$ cat src/rtl/expr_emitter_pkg.sv
// Shared definitions for the expression emitter.
//   ZERO/PLUS/STAR : the ASCII characters the emitter can produce
//   state_t        : one-hot emitter state encoding
package expr_emitter_pkg;

    localparam logic [7:0] ZERO = 8'h30;
    localparam logic [7:0] PLUS = 8'h2B;
    localparam logic [7:0] STAR = 8'h2A;

    typedef enum logic [3:0] {
        S_IDLE   = 4'b0001,
        S_DIGIT  = 4'b0010,
        S_OP     = 4'b0100,
        S_FINISH = 4'b1000
    } state_t;

endpackage

$ cat src/rtl/expr_emitter.sv
// Serial transmitter of a digit/operator ASCII expression.
// Loads up to MAX_TERMS BCD operands and their operators in one cycle, then
// emits digit, op, digit, ... digit under a valid/ready handshake.
// Ports:
//   clk, clr  : clock, asynchronous active-high reset
//   start     : load request, honoured only in IDLE
//   nterms    : operand count (1..MAX_TERMS)
//   digits    : BCD operands, term i at [4i+3:4i]
//   ops       : operator after term i, 0='+', 1='*'
//   ready     : consumer accepts ch this cycle
//   ch        : ASCII character, qualified by ch_valid
//   busy      : emission in progress
//   done      : one-cycle pulse after the last character transfers
//   err       : one-cycle pulse on a rejected load
module expr_emitter
    import expr_emitter_pkg::*;
#(
    parameter int MAX_TERMS = 8,
    localparam int CW = $clog2(MAX_TERMS) + 1
) (
    input  logic                   clk,
    input  logic                   clr,
    input  logic                   start,
    input  logic [CW-1:0]          nterms,
    input  logic [4*MAX_TERMS-1:0] digits,
    input  logic [MAX_TERMS-1:0]   ops,
    input  logic                   ready,
    output logic [7:0]             ch,
    output logic                   ch_valid,
    output logic                   busy,
    output logic                   done,
    output logic                   err
);

    localparam int IW = CW - 1;

    state_t                 state;
    logic [4*MAX_TERMS-1:0] digits_q;
    logic [MAX_TERMS-1:0]   ops_q;
    logic [CW-1:0]          nterms_q;
    logic [IW-1:0]          idx;
    logic [IW-1:0]          next_idx;
    logic                   load_ok;
    logic                   last_term;

    // Only terms that will actually be emitted need to be valid BCD.
    always_comb begin
        load_ok = (nterms != '0) && (nterms <= CW'(MAX_TERMS));
        for (int i = 0; i < MAX_TERMS; i++) begin
            if ((i < int'(nterms)) && (digits[4*i +: 4] > 4'd9)) begin
                load_ok = 1'b0;
            end
        end
    end

    assign next_idx  = idx + IW'(1);
    assign last_term = ({1'b0, idx} == (nterms_q - CW'(1)));

    always_ff @(posedge clk or posedge clr) begin
        if (clr) begin
            state    <= S_IDLE;
            digits_q <= '0;
            ops_q    <= '0;
            nterms_q <= '0;
            idx      <= '0;
            ch       <= 8'h00;
            ch_valid <= 1'b0;
            busy     <= 1'b0;
            done     <= 1'b0;
            err      <= 1'b0;
        end else begin
            done <= 1'b0;
            err  <= 1'b0;
            case (state)
                S_IDLE: begin
                    if (start) begin
                        if (load_ok) begin
                            digits_q <= digits;
                            ops_q    <= ops;
                            nterms_q <= nterms;
                            idx      <= '0;
                            state    <= S_DIGIT;
                            busy     <= 1'b1;
                            ch_valid <= 1'b1;
                            ch       <= ZERO + {4'h0, digits[3:0]};
                        end else begin
                            err <= 1'b1;
                        end
                    end
                end
                S_DIGIT: begin
                    if (ch_valid && ready) begin
                        if (last_term) begin
                            // done/busy change here so they line up with
                            // the FINISH cycle itself.
                            state    <= S_FINISH;
                            ch_valid <= 1'b0;
                            ch       <= 8'h00;
                            busy     <= 1'b0;
                            done     <= 1'b1;
                        end else begin
                            state <= S_OP;
                            ch    <= ops_q[idx] ? STAR : PLUS;
                        end
                    end
                end
                S_OP: begin
                    if (ch_valid && ready) begin
                        idx   <= next_idx;
                        state <= S_DIGIT;
                        ch    <= ZERO + {4'h0, digits_q[{next_idx, 2'b00} +: 4]};
                    end
                end
                S_FINISH: begin
                    state <= S_IDLE;
                end
                default: begin
                    state <= S_IDLE;
                end
            endcase
        end
    end

endmodule
$ cat config.mk
export PLATFORM = sky130hd
export DESIGN_NAME = expr_emitter
export DESIGN_NICKNAME = d
export VERILOG_FILES = /design/src/rtl/expr_emitter_pkg.sv /design/src/rtl/expr_emitter.sv
export SDC_FILE = /design/constraint.sdc
export NUM_CORES = 1
export LEC_CHECK = 0
export ABC_AREA = 1
export BUFFER_PORTS_ARGS = -buffer_cell sky130_fd_sc_hd__buf_2
export CELL_PAD_IN_SITES_DETAIL_PLACEMENT = 0
export CELL_PAD_IN_SITES_GLOBAL_PLACEMENT = 2
export CORE_ASPECT_RATIO = 1.2
export CORE_MARGIN = 5
export CORE_UTILIZATION = 33
export DETAILED_ROUTE_END_ITERATION = 8
export PLACE_DENSITY_LB_ADDON = 0.1
export REMOVE_ABC_BUFFERS = 1
export SETUP_SLACK_MARGIN = 0.1
export SYNTH_ARGS = -nofsm -noshare
export SYNTH_HDL_FRONTEND = slang
export SYNTH_SLANG_ARGS = --single-unit
$ cat constraint.sdc
create_clock -name clk -period 2.7 [get_ports clk]
set_input_delay 0.405 -clock clk [delete_from_list [all_inputs] [get_ports clk]]
set_output_delay 0.405 -clock clk [all_outputs]
set_load 0.02 [all_outputs]
==> impl_metrics.ini, run 1 <==
[clock_network]
cts_made_buffers = 9
cts_tree = done
ctsResizeCount = 0
post_cts_buffers = 0
cts.path.max_buffers = 2
insertion_delay_ns = 0.32
cts_root_buf = clkbuf_16
hold_buffers = 0
cts_sinks = 60
htree_levels = 3
path_clk_slew_ns = 0.05

[timing]
setup_ws_ns = 0.7565
setup_tns_ns = 0
setup_viol = 0
fin_crit_sh_pct = 71.98
max_freq_mhz = 514.5
hold_slack_ns = 0.1398
max_slew_margin_pct = 57.91
final-max-slew-violation-count = 0
tightest_slew_ns = 0.6307
rsz0062_at_grt = false
fin_crit_ns = 1.943
finClkSkew_ns = 0.003338
hold_viol_final = 0

[critical_path]
critPathKind = flop to flop
crit_path_max_fanout = 7
end_kind = flop
required_ns = 2.91
worstPathArrival_ns = 2.16
crit_path_start_kind = flop

[synthesis]
synthSimpleGateAreaFrac_pct = 27.59
yosysTopAreaCell = dfrtp_1
ys_seq_elements = 60
syn-cell-area_sq_um = 3183
synth.avg_cell_area_sq_um = 7.267
synth_fa_ha_area_share_pct = 0.7862
synthXorXnorAreaFrac_pct = 0.8255
synth_top_family_by_area = simple AND/OR/NAND/NOR gates
synth-compound-area-share_pct = 11.87
synth_mux_area_share_pct = 0
synth_warnings = 0
synthTopCellsByArea = dfrtp_1 (46%), nand2_1 (16%), o21ai_0 (9.0%), inv_1 (8.6%), nor2_1 (4.8%)
netlist.area_leader.share_pct = 46.38
yosysSeqAreaShare_pct = 47.21
synth_cells = 438
synth.distinct_cells = 27

[layout]
multi_input_area_sq_um = 1315
seq_area_sq_um = 1503
fin_nets = 546
syn_to_final_growth_pct = 21.62
finalNonFillerCells = 624
diodes = 0
fillers = 1033
layout-drive-gt1-share_pct = 17.76

[drt]
routed_via_density = 4.474
dr.pass1.iters = 5
drc = 0
totalWireLength_um = 8336
avgRoutedWirePerCell_um = 13.36
vias = 2792
drtIter0Drc = 75
antenna_left = 0

[place]
place_congestion = 0.7738
port-buffer-count = 57
hpwl_um = 6318
dp_slack_ns = 0.5865
numPlacedInstances = 608

[power_and_ir_drop]
power.internal_mw = 2.342
sw_frac_of_total_pct = 36.08
p_per_area_nw_per_um2 = 946.3
clockPowerShare_pct = 29.2
p_leak_nw = 2.116
seq_power_share_pct = 38.7
pwr-share-comb_pct = 32.1
power_mw = 3.663
power_switching_mw = 1.322
ir_drop_mv = 0.3233

[floorplan]
placeableCoreArea_sq_um = 9467
fp.dieArea_sq_um = 11720
io_pins = 60
rows = 39
fp.dieH_um = 117.6
start_util_pct = 33.62
die_width_um = 99.66

[hold_path]
hp-class = primary input to asynchronous set/reset pin

[status]
status = completed

[grt]
grt_usage_pct = 15.40
use_met2_pct = 25.34
grt-busiest-layer = met2
grt_first_pass_wirelength_um = 14170
grt_use_met1_pct = 19.34
antenna_found_initial = 0
globalRouteMet3Util_pct = 3.853
grt_max_degree = 48
grt_pass1_vias = 2906
overflow = 0

[run]
drv_cap = 0
## cell usage in the layout (no fill, tap or decap), types with 5 or more instances in the layout
master     netlist  layout
o21ai_2          5       5
buf_2            3      57
o21ai_1          6       6
dfrtp_1         59      59
nand3_1         20      20
nand4_1          6       6
nand2_1        134     134
buf_4            3       5
nor2_1          41      41
o21ai_0         57      57
inv_1           73      72
clkbuf_16        0       9
## layer usage
metal / share of wire (%) / wire (um)
met1: 45 / 3778
met2: 49 / 4123
met3: 3.4 / 280
met4: 1.8 / 153
met5: 0 / 0
## final timing paths
check / startpoint / endpoint / slack, ns / depth (start not counted)
setup / recovery: state[1]$_DFFE_PP0P_ / ch[1]$_DFFE_PP0P_ / 0.76 / 8
hold / removal: clr / ops_q[4]$_DFFE_PP0P_ / 0.14 / 2
setup reg to reg: state[1]$_DFFE_PP0P_ / ch[1]$_DFFE_PP0P_ / 0.76 / 8
hold reg to reg: ch[3]$_DFFE_PP0P_ / ch[3]$_DFFE_PP0P_ / 0.47 / 2
max in group asynchronous: clr / err$_DFF_PP0_ / 1.96 / 3
min in group clk: ops[4] / ops_q[4]$_DFFE_PP0P_ / 0.32 / 3
## logic make-up (layout without fill, tap and decap cells)
logic type	Yosys count	after routing
flip-flops	60	60
AO/OA/AOI/OAI	71	71
adder cells (fa/ha/maj)	2	2
buffers and inverters	90	152
AND/OR/NAND/NOR	211	211
other	1	2
XOR/XNOR	3	3
## power by group through the flow
stage / Sequential, mW / Clock, mW / Combinational, mW
finish: 1.42 / 1.07 / 1.18
floorplan: 1.45 / 0 / 0.769
global route: 1.45 / 1.16 / 1.38
global placement: 1.43 / 0 / 1.18
CTS: 1.42 / 1.11 / 1.20
detailed placement: 1.43 / 0 / 1.20
## worst max-delay path, stage by stage (launching register included)
cell,delay (ns)
dfrtp_1,0.38
inv_1,0.09
nand2_1,0.05
nor3_1,0.45
nor2_1,0.23
nand2_1,0.27
nand3_2,0.19
nand2_1,0.12
nand2_1,0.05
## metrics by stage
step	util, %	cell area [sq um]
floorplan	-	3092
global route	40.89	3871
detailed placement	37.91	3588
finish	40.89	3871
global placement	37.91	3588
CTS	40.89	3871
## area by class of cell
| type | count | share of cell area, % |
|---|---|---|
| flip-flops and latches | 60 | 38.82 |
| multi-input cells | 289 | 33.97 |
| repair buffers | 63 | 8.856 |
| clock buffers | 15 | 7.175 |
| inverters | 73 | 7.078 |
| well taps | 123 | 3.975 |
| clock inverters | 1 | 0.1293 |
## registers in the layout, indices dropped and copies added (netlist names)
signal,flops
busy,1
ch,6
digits_q,32
done,1
err,1
idx,3
nterms_q,4
ops_q,8
state,4
## Yosys cell counts (all sizes together)
cell and instances:
nand2 135, and2 1, ha 2, nand4 6
nand3b 2, clkbuf 9, dfrtp 59, buf 8
inv 73, o22ai 3, conb 1, nor2 42
dfstp 1, nor3 3, o21ai 68, nand3 22
xnor2 3
Power figures use the tool's default switching activity.
==> run 2: changes to the inputs <==
- ABC_AREA: 1 -> 0
- clock period: 2.7 -> 1.71 ns (I/O delays scaled with it)
==> run 2 against run 1 <==
The flow now finishes with violations (setup timing). Count of clock-buffer cells in the layout is 4 lower. Largest cell class is now multi-input gates. Clock skew is 0.0022 ns higher. Combinational power is 40% higher. Core utilization is 10 points higher. Critical path depth is 2 lower. Maximum frequency is 2.5% lower. Non-clock buffer count is 77 higher. Register-to-register slack worse by 1.0 ns. Total power is 43% higher. Sequential power is 46% higher. Via count is 9.0% lower. First-iteration DRC count is 9.3% lower.
==> impl_metrics.ini, run 2 <==
[status]
status = finished, violations left
violations = setup timing

[drt]
totalWireLength_um = 8470
antenna_left = 0
avgRoutedWirePerCell_um = 16.48
dr.pass1.iters = 4
vias = 2541
drtIter0Drc = 68
routed_via_density = 4.944
drc = 0

[critical_path]
worstPathArrival_ns = 2.21
crit_path_start_kind = flop
critPathKind = flop to flop
path_buf_inv = 1
path_cells = nor4b_4 -> o211a_1 -> nand3_4 -> nor2_8 -> buf_12 -> mux2_1
end_kind = flop
critPathSlowestCell = dfstp_2
crit_path_max_fanout = 16
slowest_delay_ns = 0.54
required_ns = 1.93
crit_family = simple AND/OR/NAND/NOR gates

[synthesis]
yosysTopAreaCell = dfrtp_1
synthTopCellsByArea = dfrtp_1 (48%), mux2_1 (15%), mux4_2 (5.1%), mux2i_1 (2.3%), o21ai_0 (1.6%)
yosysMostFrequentCell = dfrtp_1
synth_flop_cell = dfrtp_1
synthArstFlopShare_pct = 100.0
netlist.area_leader.share_pct = 47.75
synth_warnings = 0
synth.distinct_cells = 54
synth-edff-count = 0
yosys-top-cells-count = dfrtp_1 (59), mux2_1 (42), nor2_1 (13), o21ai_0 (10), o21ai_1 (9)
synth_cells = 251
yosysSeqAreaShare_pct = 48.60
syn-cell-area_sq_um = 3092
ys_seq_elements = 60
synth.avg_cell_area_sq_um = 12.32

[grt]
grt_usage_pct = 15.18
overflow = 0
antenna_found_initial = 0
grt_pass1_vias = 2668
grt_first_pass_wirelength_um = 13390
grt_max_degree = 61

[timing]
rsz0062_at_grt = true
fin_crit_sh_pct = 116.5
fin_crit_ns = 1.992
setup_viol = 53
hold_viol_final = 0
final-max-slew-violation-count = 0
max_freq_mhz = 501.9
setup_ws_ns = -0.2824
hold_slack_ns = 0.1344
finClkSkew_ns = 0.005586

[power_and_ir_drop]
p_leak_nw = 2.169
p_per_area_nw_per_um2 = 1128
ir_drop_mv = 0.6645

[layout]
fin_area_sq_um = 4648
top_regs = digits_q (32), ops_q (8), ch (6)
final_common_cell = buf_4
largest_reg_flops = 32
final_cell_mix = buf_4 (64), dfrtp_1 (59), buf_2 (57)
fillers = 860
fin_nets = 439
syn_to_final_growth_pct = 50.34
registers.top_by_ff_count = digits_q
diodes = 0
layout-drive-gt1-share_pct = 54.06

[clock_network]
path_clk_slew_ns = 0.07
cts_made_buffers = 9
htree_levels = 3
cts.path.max_buffers = 2
cts_sinks = 60
insertion_delay_ns = 0.33
cts_root_buf = clkbuf_8
cts_tree = done

[floorplan]
start_util_pct = 34.05
io_pins = 60
fp.dieH_um = 116.0
fp.dieArea_sq_um = 11410
placeableCoreArea_sq_um = 9081
die_width_um = 98.36
rows = 38

[place]
port-buffer-count = 57
placed_cell_area_sq_um = 4061
place_congestion = 0.7739
hpwl_um = 6325
dp_slack_ns = -0.5054

[hold_path]
hp-class = primary input to flop

[run]
drv_cap = 0
[run 2: cell count changes after synthesis, sizes merged, moves of 6 or more]
cell | previous run | this run
nand2 | 135 | 8
inv | 73 | 5
mux2i | 0 | 7
a211oi | 0 | 6
o21ai | 68 | 19
mux4 | 0 | 7
nor2 | 42 | 14
nand3 | 22 | 8
mux2 | 0 | 44
[run 2: area by class of cell]
| cell class | count | area, sq um | share of cell area (%) |
|---|---|---|---|
| Clock buffer | 11 | 131.4 | 2.826 |
| Multi-Input combinational cell | 173 | 1710 | 36.80 |
| Inverter | 5 | 18.77 | 0.4038 |
| Tap cell | 120 | 150.1 | 3.230 |
| Clock inverter | 5 | 100.1 | 2.153 |
| Sequential cell | 60 | 1503 | 32.33 |
| Timing Repair Buffer | 140 | 1035 | 22.26 |
[run 2: through the flow]
step	TNS (ns)	utilization (%)	cells	power, mW
2_1_floorplan	-26.89	-	238	2.851
3_3_place_gp	-20.03	44.72	489	3.434
3_5_place_dp	-24.12	44.72	489	3.469
4_1_cts	-11.99	49.75	511	5.132
5_1_grt	-16.63	51.18	514	5.532
6_report	-11.88	51.18	514	5.245
[run 2: layer usage]
layer  up-vias  share of wire, %  GRT usage (%)
met5         -                 0              0
met2        44                51          26.34
met3         9               3.7          2.890
li1       1216                 -              -
met4         0               1.1          4.918
met1      1272                45          19.17
[run 2: path summary, 6_finish.rpt]
path	start	to	slack, ns	cells after the start
max	state[0]$_DFFE_PP1P_	ops_q[7]$_DFFE_PP0P_	-0.28	6
min	ops[3]	ops_q[3]$_DFFE_PP0P_	0.13	2
max reg2reg	state[0]$_DFFE_PP1P_	ops_q[7]$_DFFE_PP0P_	-0.28	6
min reg2reg	ops_q[4]$_DFFE_PP0P_	ops_q[4]$_DFFE_PP0P_	0.48	1
max in group asynchronous	clr	state[0]$_DFFE_PP1P_	0.87	4
min in group asynchronous	clr	digits_q[24]$_DFFE_PP0P_	0.52	4
[run 2: kinds of logic (layout without fill, tap and decap cells)]
logic type / Yosys count / in the layout / share of synthesized area [%]
AOI/OAI and AO/OA: 55 / 55 / 11.82
adders and majority gates: 2 / 2 / 0.8093
muxes: 58 / 58 / 23.39
xor gates and xnor gates: 5 / 5 / 2.024
DFF: 60 / 60 / 48.60
buffers and inverters: 19 / 161 / 3.844
other: 1 / 2 / 0.1213
and+or+nand+nor: 51 / 51 / 9.389
[run 2: what timing repair did]
action	in CTS	in global routing
gates resized for setup	45	27
endpoints found under the hold margin	59	0
buffers inserted	5	4
hold buffers	1	0
pin swaps	5	13
endpoints found under the setup margin	59	59
[run 2: power by group]
part	total, mW	internal [mW]	switching (mW)
registers	2.08	1.83	0.245
logic	1.65	0.959	0.695
clock network	1.51	0.965	0.548
[run 2: worst register-to-register path, stage by stage (launching register included)]
cell and delay, ns:
dfstp_2 0.54, nor4b_4 0.24, o211a_1 0.26, nand3_4 0.12, nor2_8 0.20, buf_12 0.19
mux2_1 0.33
==> run 3: changes to the inputs <==
- REMOVE_ABC_BUFFERS: 1 -> unset
==> run 3 against run 2 <==
The flow finishes with violations (hold timing, setup timing). Sequential share of layout area decreased by 0.64 points. Cell count is the same. Routed wire length shrank 0.17%. Count of clock-buffer cells in the layout stayed put. Non-clock buffer count unchanged. Sequential power up 2%. Worst hold slack lost 0.15 ns. Die area unchanged. Design area grew 2.3%. Via count shrank 1.4%.
==> impl_metrics.ini, run 3 (synthesis gave the netlist of run 2 again) <==
[drt]
dr.pass1.iters = 4
antenna_left = 0
vias = 2506
avgRoutedWirePerCell_um = 16.45
totalWireLength_um = 8456
drtIter0Drc = 66
routed_via_density = 4.875
drc = 0

[power_and_ir_drop]
p_leak_nw = 2.191
power_mw = 5.387
p_per_area_nw_per_um2 = 1133
ir_drop_mv = 0.5387

[layout]
syn_to_final_growth_pct = 53.74
largest_reg_flops = 32
final_core_util_pct = 52.34
finalNonFillerCells = 514
fin_area_sq_um = 4753
top_regs = digits_q (32), ops_q (8), ch (6)
registers.top_by_ff_count = digits_q
layout-drive-gt1-share_pct = 62.94
final_common_cell = buf_4
fillers = 817
final_cell_mix = buf_4 (73), buf_2 (57), dfrtp_1 (56)
diodes = 0
fin_nets = 439

[critical_path]
end_kind = flop
required_ns = 1.93
worstPathArrival_ns = 2.13
reg2reg_to = ops_q[6]$_DFFE_PP0P_
crit_path_max_fanout = 16
endpoint = ops_q[6]$_DFFE_PP0P_
crit_path_start_kind = flop
worst-r2r-setup-slack_ns = -0.20
critPathKind = flop to flop
cp-startpoint = state[0]$_DFFE_PP1P_
r2r_start = state[0]$_DFFE_PP1P_
rr_worst_depth = 6

[timing]
hold_slack_ns = -0.01727
setup_viol = 50
setup_tns_ns = -7.835
setup_ws_ns = -0.2002
fin_crit_ns = 1.910
finClkSkew_ns = 0.007002
rsz0062_at_grt = true
hold_viol_final = 8
fin_crit_sh_pct = 111.7
final-max-slew-violation-count = 0
max_freq_mhz = 523.5

[grt]
grt_pass1_vias = 2545
overflow = 0
antenna_found_initial = 0
grt_max_degree = 61
grt_usage_pct = 15.11
grt_first_pass_wirelength_um = 13250

[clock_network]
cts_sinks = 60
hold_buffers = 0
cts.path.max_buffers = 2
insertion_delay_ns = 0.33
htree_levels = 3
cts_root_buf = clkbuf_8
path_clk_slew_ns = 0.07
cts_tree = done
cts_made_buffers = 9

[floorplan]
rows = 38
die_width_um = 98.36
start_util_pct = 34.05
io_pins = 60
fp.dieArea_sq_um = 11410
placeableCoreArea_sq_um = 9081
fp.dieH_um = 116.0

[place]
port-buffer-count = 57
placed_cell_area_sq_um = 4227
numPlacedInstances = 486
hpwl_um = 6279
place_congestion = 0.7836

[status]
violations = hold timing, setup timing
status = finished, violations left

[run]
drv_cap = 0

[hold_path]
hp-class = primary input to asynchronous set/reset pin
[run 3: repair_timing]
action	4_1_cts	5_1_grt
buffers inserted	2	10
endpoints found under the setup margin	59	59
gates resized for setup	34	16
pin swaps	12	9
cloned	1	0
hold endpoints to repair	0	0
[run 3: layout make-up]
type	instances	area, sq um	share of cell area (%)
Timing Repair Buffer	140	1006	21.16
Multi-Input combinational cell	173	1852	38.96
Sequential cell	60	1506	31.69
Inverter	5	22.52	0.4738
Clock inverter	5	75.07	1.579
Clock buffer	11	141.4	2.974
Tap cell	120	150.1	3.159
[run 3: power breakdown]
part | internal [mW] | switching [mW]
Clock | 0.854 | 0.565
Sequential | 1.84 | 0.284
Combinational | 1.13 | 0.717
Total | 3.82 | 1.57
[run 3: worst min-delay path by stage]
stage / start / to / slack, ns / cells past startpoint
2_1_floorplan: clr / busy$_DFFE_PP0P_ / 0.36 / 1
3_3_place_gp: clr / nterms_q[2]$_DFFE_PP0P_ / 0.37 / 3
3_5_place_dp: clr / nterms_q[2]$_DFFE_PP0P_ / 0.37 / 3
4_1_cts: clr / digits_q[31]$_DFFE_PP0P_ / 0.01 / 3
5_1_grt: clr / nterms_q[2]$_DFFE_PP0P_ / 0.02 / 3
6_report: clr / err$_DFF_PP0_ / -0.02 / 3
[run 3: per-stage QoR]
| stage | hold slack, ns | worst slack [ns] |
|---|---|---|
| final | -0.01727 | -0.2002 |
| after global placement | 0.3659 | -0.2275 |
| after global routing | 0.02317 | -0.3078 |
| after floorplan | 0.3620 | -0.2845 |
| after detailed placement | 0.3736 | -0.3001 |
| after CTS | 0.01213 | -0.2218 |
[run 3: worst max-delay path, cell delays in order (launching register included)]
cell	delay [ns]
dfstp_2	0.53
nor4b_4	0.20
o211a_1	0.23
nand3_4	0.11
nor2_8	0.20
buf_12	0.21
mux2_4	0.31
[run 3: metal layers]
metal	GRT usage [%]	part of all wire [%]	vias to the layer above
met2	24.94	50	37
met3	3.432	2.9	5
met4	4.098	0.79	0
met5	0	0	-
li1	-	-	1213
met1	20.14	47	1251
